### src/rtl/game_pkg.sv
// Shared encodings for the memory-game turn controller and the HUD that
// decodes its winner and cur_player outputs.
package game_pkg;

   typedef enum logic [1:0] {
      ST_IDLE   = 2'd0,
      ST_PLAY   = 2'd1,
      ST_SWITCH = 2'd2,
      ST_OVER   = 2'd3
   } game_state_t;

   localparam logic [1:0] WIN_NONE = 2'b00;
   localparam logic [1:0] WIN_P1   = 2'b01;
   localparam logic [1:0] WIN_P2   = 2'b10;
   localparam logic [1:0] WIN_TIE  = 2'b11;

   localparam logic PLAYER_1 = 1'b0;
   localparam logic PLAYER_2 = 1'b1;

   localparam logic [3:0] SCORE_MAX = 4'd9;

   function automatic logic [3:0] score_inc(input logic [3:0] score);
      return (score >= SCORE_MAX) ? SCORE_MAX : score + 4'd1;
   endfunction

   function automatic logic [1:0] decide_winner(input logic [3:0] p1, input logic [3:0] p2);
      if (p1 > p2)      return WIN_P1;
      else if (p2 > p1) return WIN_P2;
      else              return WIN_TIE;
   endfunction

endpackage

### src/rtl/sec_prescaler.sv
// One-second tick generator: counts while run is high, wraps at the terminal
// count and pulses tick for that cycle; clear forces the count back to zero.
module sec_prescaler #(
   parameter int unsigned TICKS_PER_SEC = 50000000
) (
   input  logic clock,
   input  logic reset_n,
   input  logic clear,
   input  logic run,
   output logic tick
);

   localparam int unsigned CW = (TICKS_PER_SEC > 1) ? $clog2(TICKS_PER_SEC) : 1;
   localparam logic [CW-1:0] TERM = CW'(TICKS_PER_SEC - 1);

   logic [CW-1:0] count;

   always_ff @(posedge clock or negedge reset_n) begin
      if (!reset_n) begin
         count <= '0;
      end else if (clear) begin
         count <= '0;
      end else if (run) begin
         count <= (count == TERM) ? '0 : count + CW'(1);
      end
   end

   assign tick = run && !clear && (count == TERM);

endmodule

### src/rtl/game_turn_ctrl.sv
// Two-player memory-game turn controller: per-turn countdown, scoring,
// turn hand-over and end-of-game winner decision.
module game_turn_ctrl
   import game_pkg::*;
#(
   parameter int unsigned TICKS_PER_SEC = 50000000,
   parameter int unsigned TURN_SECONDS  = 15,
   parameter int unsigned NUM_PAIRS     = 8
) (
   input  logic       CLOCK_50,
   input  logic       reset_n,
   input  logic       start,
   input  logic       pair_valid,
   input  logic       pair_match,
   output logic       cur_player,
   output logic [3:0] p1_score,
   output logic [3:0] p2_score,
   output logic [3:0] time_left,
   output logic [1:0] winner,
   output logic       in_play,
   output logic       turn_change
);

   localparam logic [3:0] TURN_LD  = 4'(TURN_SECONDS);
   localparam logic [3:0] PAIRS_LD = 4'(NUM_PAIRS);

   game_state_t state, state_nxt;
   logic [3:0]  matched, matched_nxt, matched_inc;
   logic [3:0]  p1_nxt, p2_nxt, time_nxt;
   logic [1:0]  winner_nxt;
   logic        cur_nxt, in_play_nxt, turn_change_nxt;
   logic        tick, presc_clear, presc_run, last_pair;

   assign matched_inc = matched + 4'd1;
   assign last_pair   = (matched_inc == PAIRS_LD);

   // Any pair result in PLAY restarts the second count (match reload or exit).
   assign presc_run   = (state == ST_PLAY);
   assign presc_clear = (state != ST_PLAY) || pair_valid;

   sec_prescaler #(
      .TICKS_PER_SEC(TICKS_PER_SEC)
   ) u_prescaler (
      .clock  (CLOCK_50),
      .reset_n(reset_n),
      .clear  (presc_clear),
      .run    (presc_run),
      .tick   (tick)
   );

   always_ff @(posedge CLOCK_50 or negedge reset_n) begin
      if (!reset_n) state <= ST_IDLE;
      else          state <= state_nxt;
   end

   always_comb begin
      state_nxt = state;
      unique case (state)
         ST_IDLE, ST_OVER: if (start) state_nxt = ST_PLAY;
         ST_PLAY: begin
            if (pair_valid) begin
               if (!pair_match)    state_nxt = ST_SWITCH;
               else if (last_pair) state_nxt = ST_OVER;
            end else if (tick && time_left == 4'd1) begin
               state_nxt = ST_SWITCH;
            end
         end
         ST_SWITCH: state_nxt = ST_PLAY;
         default:   state_nxt = ST_IDLE;
      endcase
   end

   always_comb begin
      p1_nxt          = p1_score;
      p2_nxt          = p2_score;
      time_nxt        = time_left;
      winner_nxt      = winner;
      cur_nxt         = cur_player;
      matched_nxt     = matched;
      turn_change_nxt = 1'b0;
      in_play_nxt     = (state_nxt == ST_PLAY) || (state_nxt == ST_SWITCH);
      unique case (state)
         ST_IDLE, ST_OVER: begin
            if (start) begin
               p1_nxt      = '0;
               p2_nxt      = '0;
               matched_nxt = '0;
               cur_nxt     = PLAYER_1;
               time_nxt    = TURN_LD;
               winner_nxt  = WIN_NONE;
            end
         end
         ST_PLAY: begin
            if (pair_valid && pair_match) begin
               if (cur_player == PLAYER_1) p1_nxt = score_inc(p1_score);
               else                        p2_nxt = score_inc(p2_score);
               matched_nxt = matched_inc;
               time_nxt    = TURN_LD;
               if (last_pair) winner_nxt = decide_winner(p1_nxt, p2_nxt);
            end else if (!pair_valid && tick) begin
               time_nxt = time_left - 4'd1;
            end
         end
         ST_SWITCH: begin
            cur_nxt         = ~cur_player;
            time_nxt        = TURN_LD;
            turn_change_nxt = 1'b1;
         end
         default: ;
      endcase
   end

   always_ff @(posedge CLOCK_50 or negedge reset_n) begin
      if (!reset_n) begin
         cur_player  <= PLAYER_1;
         p1_score    <= '0;
         p2_score    <= '0;
         time_left   <= TURN_LD;
         winner      <= WIN_NONE;
         in_play     <= 1'b0;
         turn_change <= 1'b0;
         matched     <= '0;
      end else begin
         cur_player  <= cur_nxt;
         p1_score    <= p1_nxt;
         p2_score    <= p2_nxt;
         time_left   <= time_nxt;
         winner      <= winner_nxt;
         in_play     <= in_play_nxt;
         turn_change <= turn_change_nxt;
         matched     <= matched_nxt;
      end
   end

endmodule

### config.mk
export PLATFORM = sky130hd
export DESIGN_NAME = game_turn_ctrl
export DESIGN_NICKNAME = d
export VERILOG_FILES = /design/src/rtl/game_pkg.sv /design/src/rtl/sec_prescaler.sv /design/src/rtl/game_turn_ctrl.sv
export SDC_FILE = /design/constraint.sdc
export NUM_CORES = 1
export LEC_CHECK = 0
export BUFFER_PORTS_ARGS = -buffer_cell sky130_fd_sc_hd__buf_2
export CAP_MARGIN = 10
export CELL_PAD_IN_SITES_DETAIL_PLACEMENT = 0
export CELL_PAD_IN_SITES_GLOBAL_PLACEMENT = 1
export CORE_ASPECT_RATIO = 1.1
export CORE_MARGIN = 2
export CORE_UTILIZATION = 46
export CTS_CLUSTER_SIZE = 8
export DETAILED_ROUTE_END_ITERATION = 12
export GPL_TIMING_DRIVEN = 0
export PLACE_DENSITY_LB_ADDON = 0.3
export REMOVE_ABC_BUFFERS = 1
export SKIP_LAST_GASP = 1
export SYNTH_ARGS = -nofsm -noshare
export SYNTH_HDL_FRONTEND = slang
export SYNTH_SLANG_ARGS = --single-unit
### constraint.sdc
create_clock -name CLOCK_50 -period 3.5 [get_ports CLOCK_50]
set_clock_uncertainty 0.1 [all_clocks]
set_input_delay 0.175 -clock CLOCK_50 [delete_from_list [all_inputs] [get_ports CLOCK_50]]
set_output_delay 0.175 -clock CLOCK_50 [all_outputs]
set_load 0.01 [all_outputs]
[After elaboration in Yosys (flattened, before gate mapping)]
Cells that the tools add are included.
Storage, ports and cells
  output and inout bits: 17
  logic and storage cells: 88
  input port bits: 5
  flip-flop bits (word level): 49
Cells by class
  add/sub/neg operators: 5
  equality and inequality tests: 13
  multiplexer cells: 37
  magnitude comparators: 4
  reductions and logical operators: 18
  bitwise gates (word level): 1
Operators with widths (number)
  $mux 26: 3
  $mux 4: 15
  $add 26x1->26 const B: 1
  $eq 26x26->1 const B: 1
  $pmux 4 s2: 3
  $mux 2: 9
  $add 4x1->4 const B: 3
  $pmux 4 s3: 1
  $ge 4x4->1 const B: 2
  $gt 4x4->1: 2
  $eq 2x2->1 const B: 3
  $ne 2x2->1 const B: 3
  $pmux 2 s3: 1
  $reduce_bool 2->1: 3
  $logic_and 1x1->1: 5
  $eq 2x1->1 const B: 2
  $eq 4x1->1 const B: 1
  $eq 4x4->1 const B: 1
  $pmux 2 s2: 1
  $reduce_and 2->1: 2
  $reduce_and 4->1: 1
  $sub 4x1->4 const B: 1
  $mux 1: 3
  $ne 3x3->1 const B: 1
  8 further kinds: 10

[Depth between registers and ports, before layout]
  depth in word-level cells: 11
  mapped depth: 12
  mapped depth without buffers: 12

[Cells and area by module]
Synthesis repeated with hierarchy kept, for this count alone.
Second synthesis, totals
  cells, all modules: 346
  area total of the unflattened synthesis: 3148.0 um^2
Modules (own cells, without submodules)
  sec_prescaler: cells an instance 195, area an instance 1667.8 um^2, instances 1, sequential area each 650.6 um^2
  game_turn_ctrl: cells an instance 151, area an instance 1480.2 um^2, instances 1, sequential area each 580.6 um^2

[Least setup slack after synthesis]
OpenSTA, ideal clock, no wires.
  path kind: flip-flop to flip-flop
  from: reg p2_score[0]
  to: reg winner[0]
  arrival: 2.483 ns
  setup slack: 0.849 ns
  period minus slack after synthesis: 2.651 ns
  path buffers: 0
  setup time: 0.068 ns
  data required time: 3.332 ns
  cell stages (with the launch flop): 13
  cells stage by stage: dfrtp_1 inv_1 ha_1 or3b_2 a21oi_1 nand2_1 o21ai_0 ha_1 nor2b_1 o21a_1 o21a_1 o21ai_0 a32o_1
On the way
  word-level cells in the longest chain between the ends: 11
  elaborated cells between the ends (all ways): 13
  those cells by class: add/sub (1); order compare (3); mux (9)
Ends and longest elaborated chain
  start: declaration: line game_turn_ctrl.sv:17  | output logic [3:0] p2_score,
  start signal: assignment: line game_turn_ctrl.sv:126  | p2_score <= p2_nxt;
  $add 4x1->4 / $ge 4x4->1 (equally long branches): line game_pkg.sv:23  | return (score >= SCORE_MAX) ? SCORE_MAX : score + 4'd1;
  $mux 4: line game_pkg.sv:23
  $mux 4 *: line game_turn_ctrl.sv:95  | if (cur_player == PLAYER_1) p1_nxt = score_inc(p1_score);
  $mux 4 *: line game_turn_ctrl.sv:94  | if (pair_valid && pair_match) begin
  $mux 4 *: line game_turn_ctrl.sv:82  | unique case (state)
  $gt 4x4->1: line game_pkg.sv:28  | else if (p2 > p1) return WIN_P2;
  $mux 1: line game_pkg.sv:28
  $mux 2 *: line game_pkg.sv:27  | if (p1 > p2) return WIN_P1;
  $mux 2 *: line game_turn_ctrl.sv:99  | if (last_pair) winner_nxt = decide_winner(p1_nxt, p2_nxt);
  $mux 2 *: line game_turn_ctrl.sv:94
  $pmux 2 s2 *: line game_turn_ctrl.sv:82
  end signal: assignment: line game_turn_ctrl.sv:128  | winner <= winner_nxt;
  end: declaration: line game_turn_ctrl.sv:19  | output logic [1:0] winner,
Every way passes the cells marked *; elsewhere a longest branch is shown, timed or not. The select of a mux whose other input is x is not followed.
A chain may end at the register's enable or synchronous reset.

[Worst setup path in the final report]
  from: reg p2_score[1]
  to: reg winner[0]
Same word-level chain as after synthesis.

==> results by group <==
Route
  – Initial DRC count: 148
  – Drt wl/cell: 13.4 µm
  – Via count: 2121
  – Vias per inst: 5.37
  – Pre-antenna DRT Iters: 4
  – Antenna violation net count after detailed routing: 0
  – # DRC: 0
  – Drt total wl: 5290 µm

Place
  – Pre-CTS WS: 635 ps
  – PortBufs: 21
  – RD Place Congestion: 0.753
  – Inst Count DP: 385
  – Post-DP HPWL: 3710 µm

GRT
  – First-pass GRT wire length: 9600 µm
  – Met2 Track Usage GR: 0.308
  – Initial antenna violation count: 0
  – GR met3 Demand/Resource: 0.0383
  – Grt total ovfl: 0
  – Vias in the first global route: 2121
  – Met1 Track Usage GR: 0.228
  – Pin count of the biggest net entering global routing: 50
  – Total track usage: 0.178
  – Global-route layer with the greatest usage: met2

Clock tree
  – Worst-Skew Late Latency: 300 ps
  – TritonCTS Buffers: 5
  – H-Tree Depth: 2
  – Post-CTS Setup Inserts: 0
  – CTS max path bufs: 2
  – CTS tree: built
  – Root Driver: clkbuf_8
  – TritonCTS sink count: 49
  – CTS clk-pin slew, worst paths: 90 ps

Pwr
  – Comb pwr share: 0.354
  – Internal: 0.000970 W
  – Net Sw Frac: 0.374
  – Worst vdd ir: 0.262 mV
  – Clock power share: 0.211
  – Sw power: 0.000580 W
  – Pleak: 1.28 nW
  – Share of total power in sequential cells: 0.435
  – Power density over cell area: 507 nW/µm²

Min path
  – Hold Crit Class: input port to flop
  – Origin of the worst min-delay path: start

Worst setup path
  – Critical Path AT: 3000 ps
  – CP Capture Type: flop
  – Crit Path Category: flop to flop
  – Critical Path Start Type: flop
  – Worst EP required: 3650 ps
  – CP startpoint: p2_score[1]
  – Crit Path Max Fanout: 5
  – Reg-to-Reg Start: p2_score[1]

Timing
  – Slew Viols, Final: 0
  – Unrepaired setup endpoints after global routing: false
  – Peak Freq: 351 MHz
  – Setup_tns: 0 ps
  – Slew @ Worst Pin: 911 ps
  – Final setup margin: 651 ps
  – Slew headroom: 0.391
  – Tcrit/Tclk final: 0.814
  – Fin. Hold Viols: 0
  – Tmin final: 2850 ps
  – Final setup vio count: 0

Synth
  – Flops & latches, synth: 49
  – Top FF cell, synth: dfrtp_1
  – Synth Instances: 293
  – YS warnings: 0
  – Seq/Total Area, Yosys: 0.447
  – Distinct cell type count after synthesis: 48
  – Synth Area per Inst: 9.40 µm²
  – Mapped cell area: 2750 µm²
  – Post-synth EDFFs: 0
  – Async set-or-reset flop fraction in the synthesized netlist: 1.00

Job
  – Max Cap Viol: 0

Cells and area
  – Layout cells sized above 1: 0.142
  – Inserted Diodes: 0
  – Post-layout nets: 338
  – Most frequent cells in the layout: 45 x dfrtp_1, 32 x nor2_1, 31 x nand2_1
  – Final std cells w/o fill: 395
  – Commonest non-fill, non-tap cell in the layout: dfrtp_1
  – Area growth syn-to-layout: 11.0%

Die
  – Die ar.: 6620 µm²
  – Top-Level Pins: 22
  – Core area: 5770 µm²
  – Chip Width: 77.8 µm
  – Row count: 29
  – Die height: 85.2 µm
  – Starting density of the core: 0.477

Outcome
  – Status: completed
-- power by group through the flow --
stage	clock network (W)	logic [W]	registers (W)
5_1_grt	0.000357	0.000631	0.000685
6_report	0.000327	0.000549	0.000674
3_3_place_gp	0	0.000531	0.000686
4_1_cts	0.000338	0.000554	0.000675
3_5_place_dp	0	0.000549	0.000687
2_1_floorplan	0	0.000380	0.000686
-- worst max-delay path, stage by stage (launching register included) --
cell and delay (ps):
dfrtp_1 430, inv_1 100, ha_1 180, or3b_2 440, a21oi_1 240, nand2_1 80
o21ai_0 130, ha_1 300, nor2b_1 130, o21a_1 160, o21a_1 180, o21ai_0 150
a32o_1 170
-- cells by family (layout without fill, tap and decap cells) --
group / after synthesis / after routing / synth area share
buffers and inverters: 23 / 48 / 0.0323
multiplexers: 1 / 1 / 0.00363
AO/OA/AOI/OAI: 51 / 51 / 0.126
flip-flops: 49 / 49 / 0.447
XOR/XNOR: 25 / 25 / 0.0795
adder cells (fa/ha/maj): 16 / 16 / 0.0727
AND/OR/NAND/NOR: 128 / 128 / 0.239
-- synthesized netlist by cell type, types with 8 or more instances --
master	n	area, µm²
dfrtp_1	45	1130
nor2_1	32	120
nand2_1	31	116
o21ai_0	19	95.1
ha_1	16	200
inv_1	16	60.1
nand3_1	14	70.1
xnor2_1	13	114
xor2_1	12	105
nor3_1	10	50.1
a21oi_1	8	40.0
nand4_1	8	50.1
-- area by class of cell --
class                      instances  area, µm²
clock buffer                       6       72.6
clock inverter                     2       10.0
fill                             518       2710
inverter                          16       60.1
multi-input combinational        221       1440
sequential                        49       1230
tap                               77       96.3
timing repair buffer              24        150
-- per-layer routing --
metal | up-vias | part of all wire
met5 | - | 0
met2 | 21 | 0.48
met3 | 6 | 0.024
li1 | 1077 | -
met4 | 0 | 0.012
met1 | 1017 | 0.48
-- through the flow --
step           power (W)  cell area [µm²]   util  hold slack [ps]
3_5_place_dp     0.00124             2950  0.511              344
6_report         0.00155             3060  0.530              126
2_1_floorplan    0.00107             2730      -             -221
3_3_place_gp     0.00122             2930  0.507              344
5_1_grt          0.00167             3060  0.530              188
4_1_cts          0.00157             3030  0.525             3.68
-- final timing paths --
kind	endpoint	slack [ps]	depth (start not counted)
max	winner[0]	650	12
min	cur_player	130	4
max reg2reg	winner[0]	650	12
min reg2reg	u_prescaler.count[0]	390	1
max in group asynchronous	time_left[0]	2520	3
min in group asynchronous	winner[1]	220	2
-- state kept, by name, indices dropped and copies added, names as in the netlist --
register,flops
u_prescaler.count,26
matched,4
p1_score,4
p2_score,4
time_left,4
state,2
winner,2
cur_player,1
in_play,1
turn_change,1
-- timing repair --
item	4_1_cts	5_1_grt
hold buffers	0	1
hold endpoints to repair	0	13
gates resized for setup	0	0
Power figures use the tool's default switching activity.
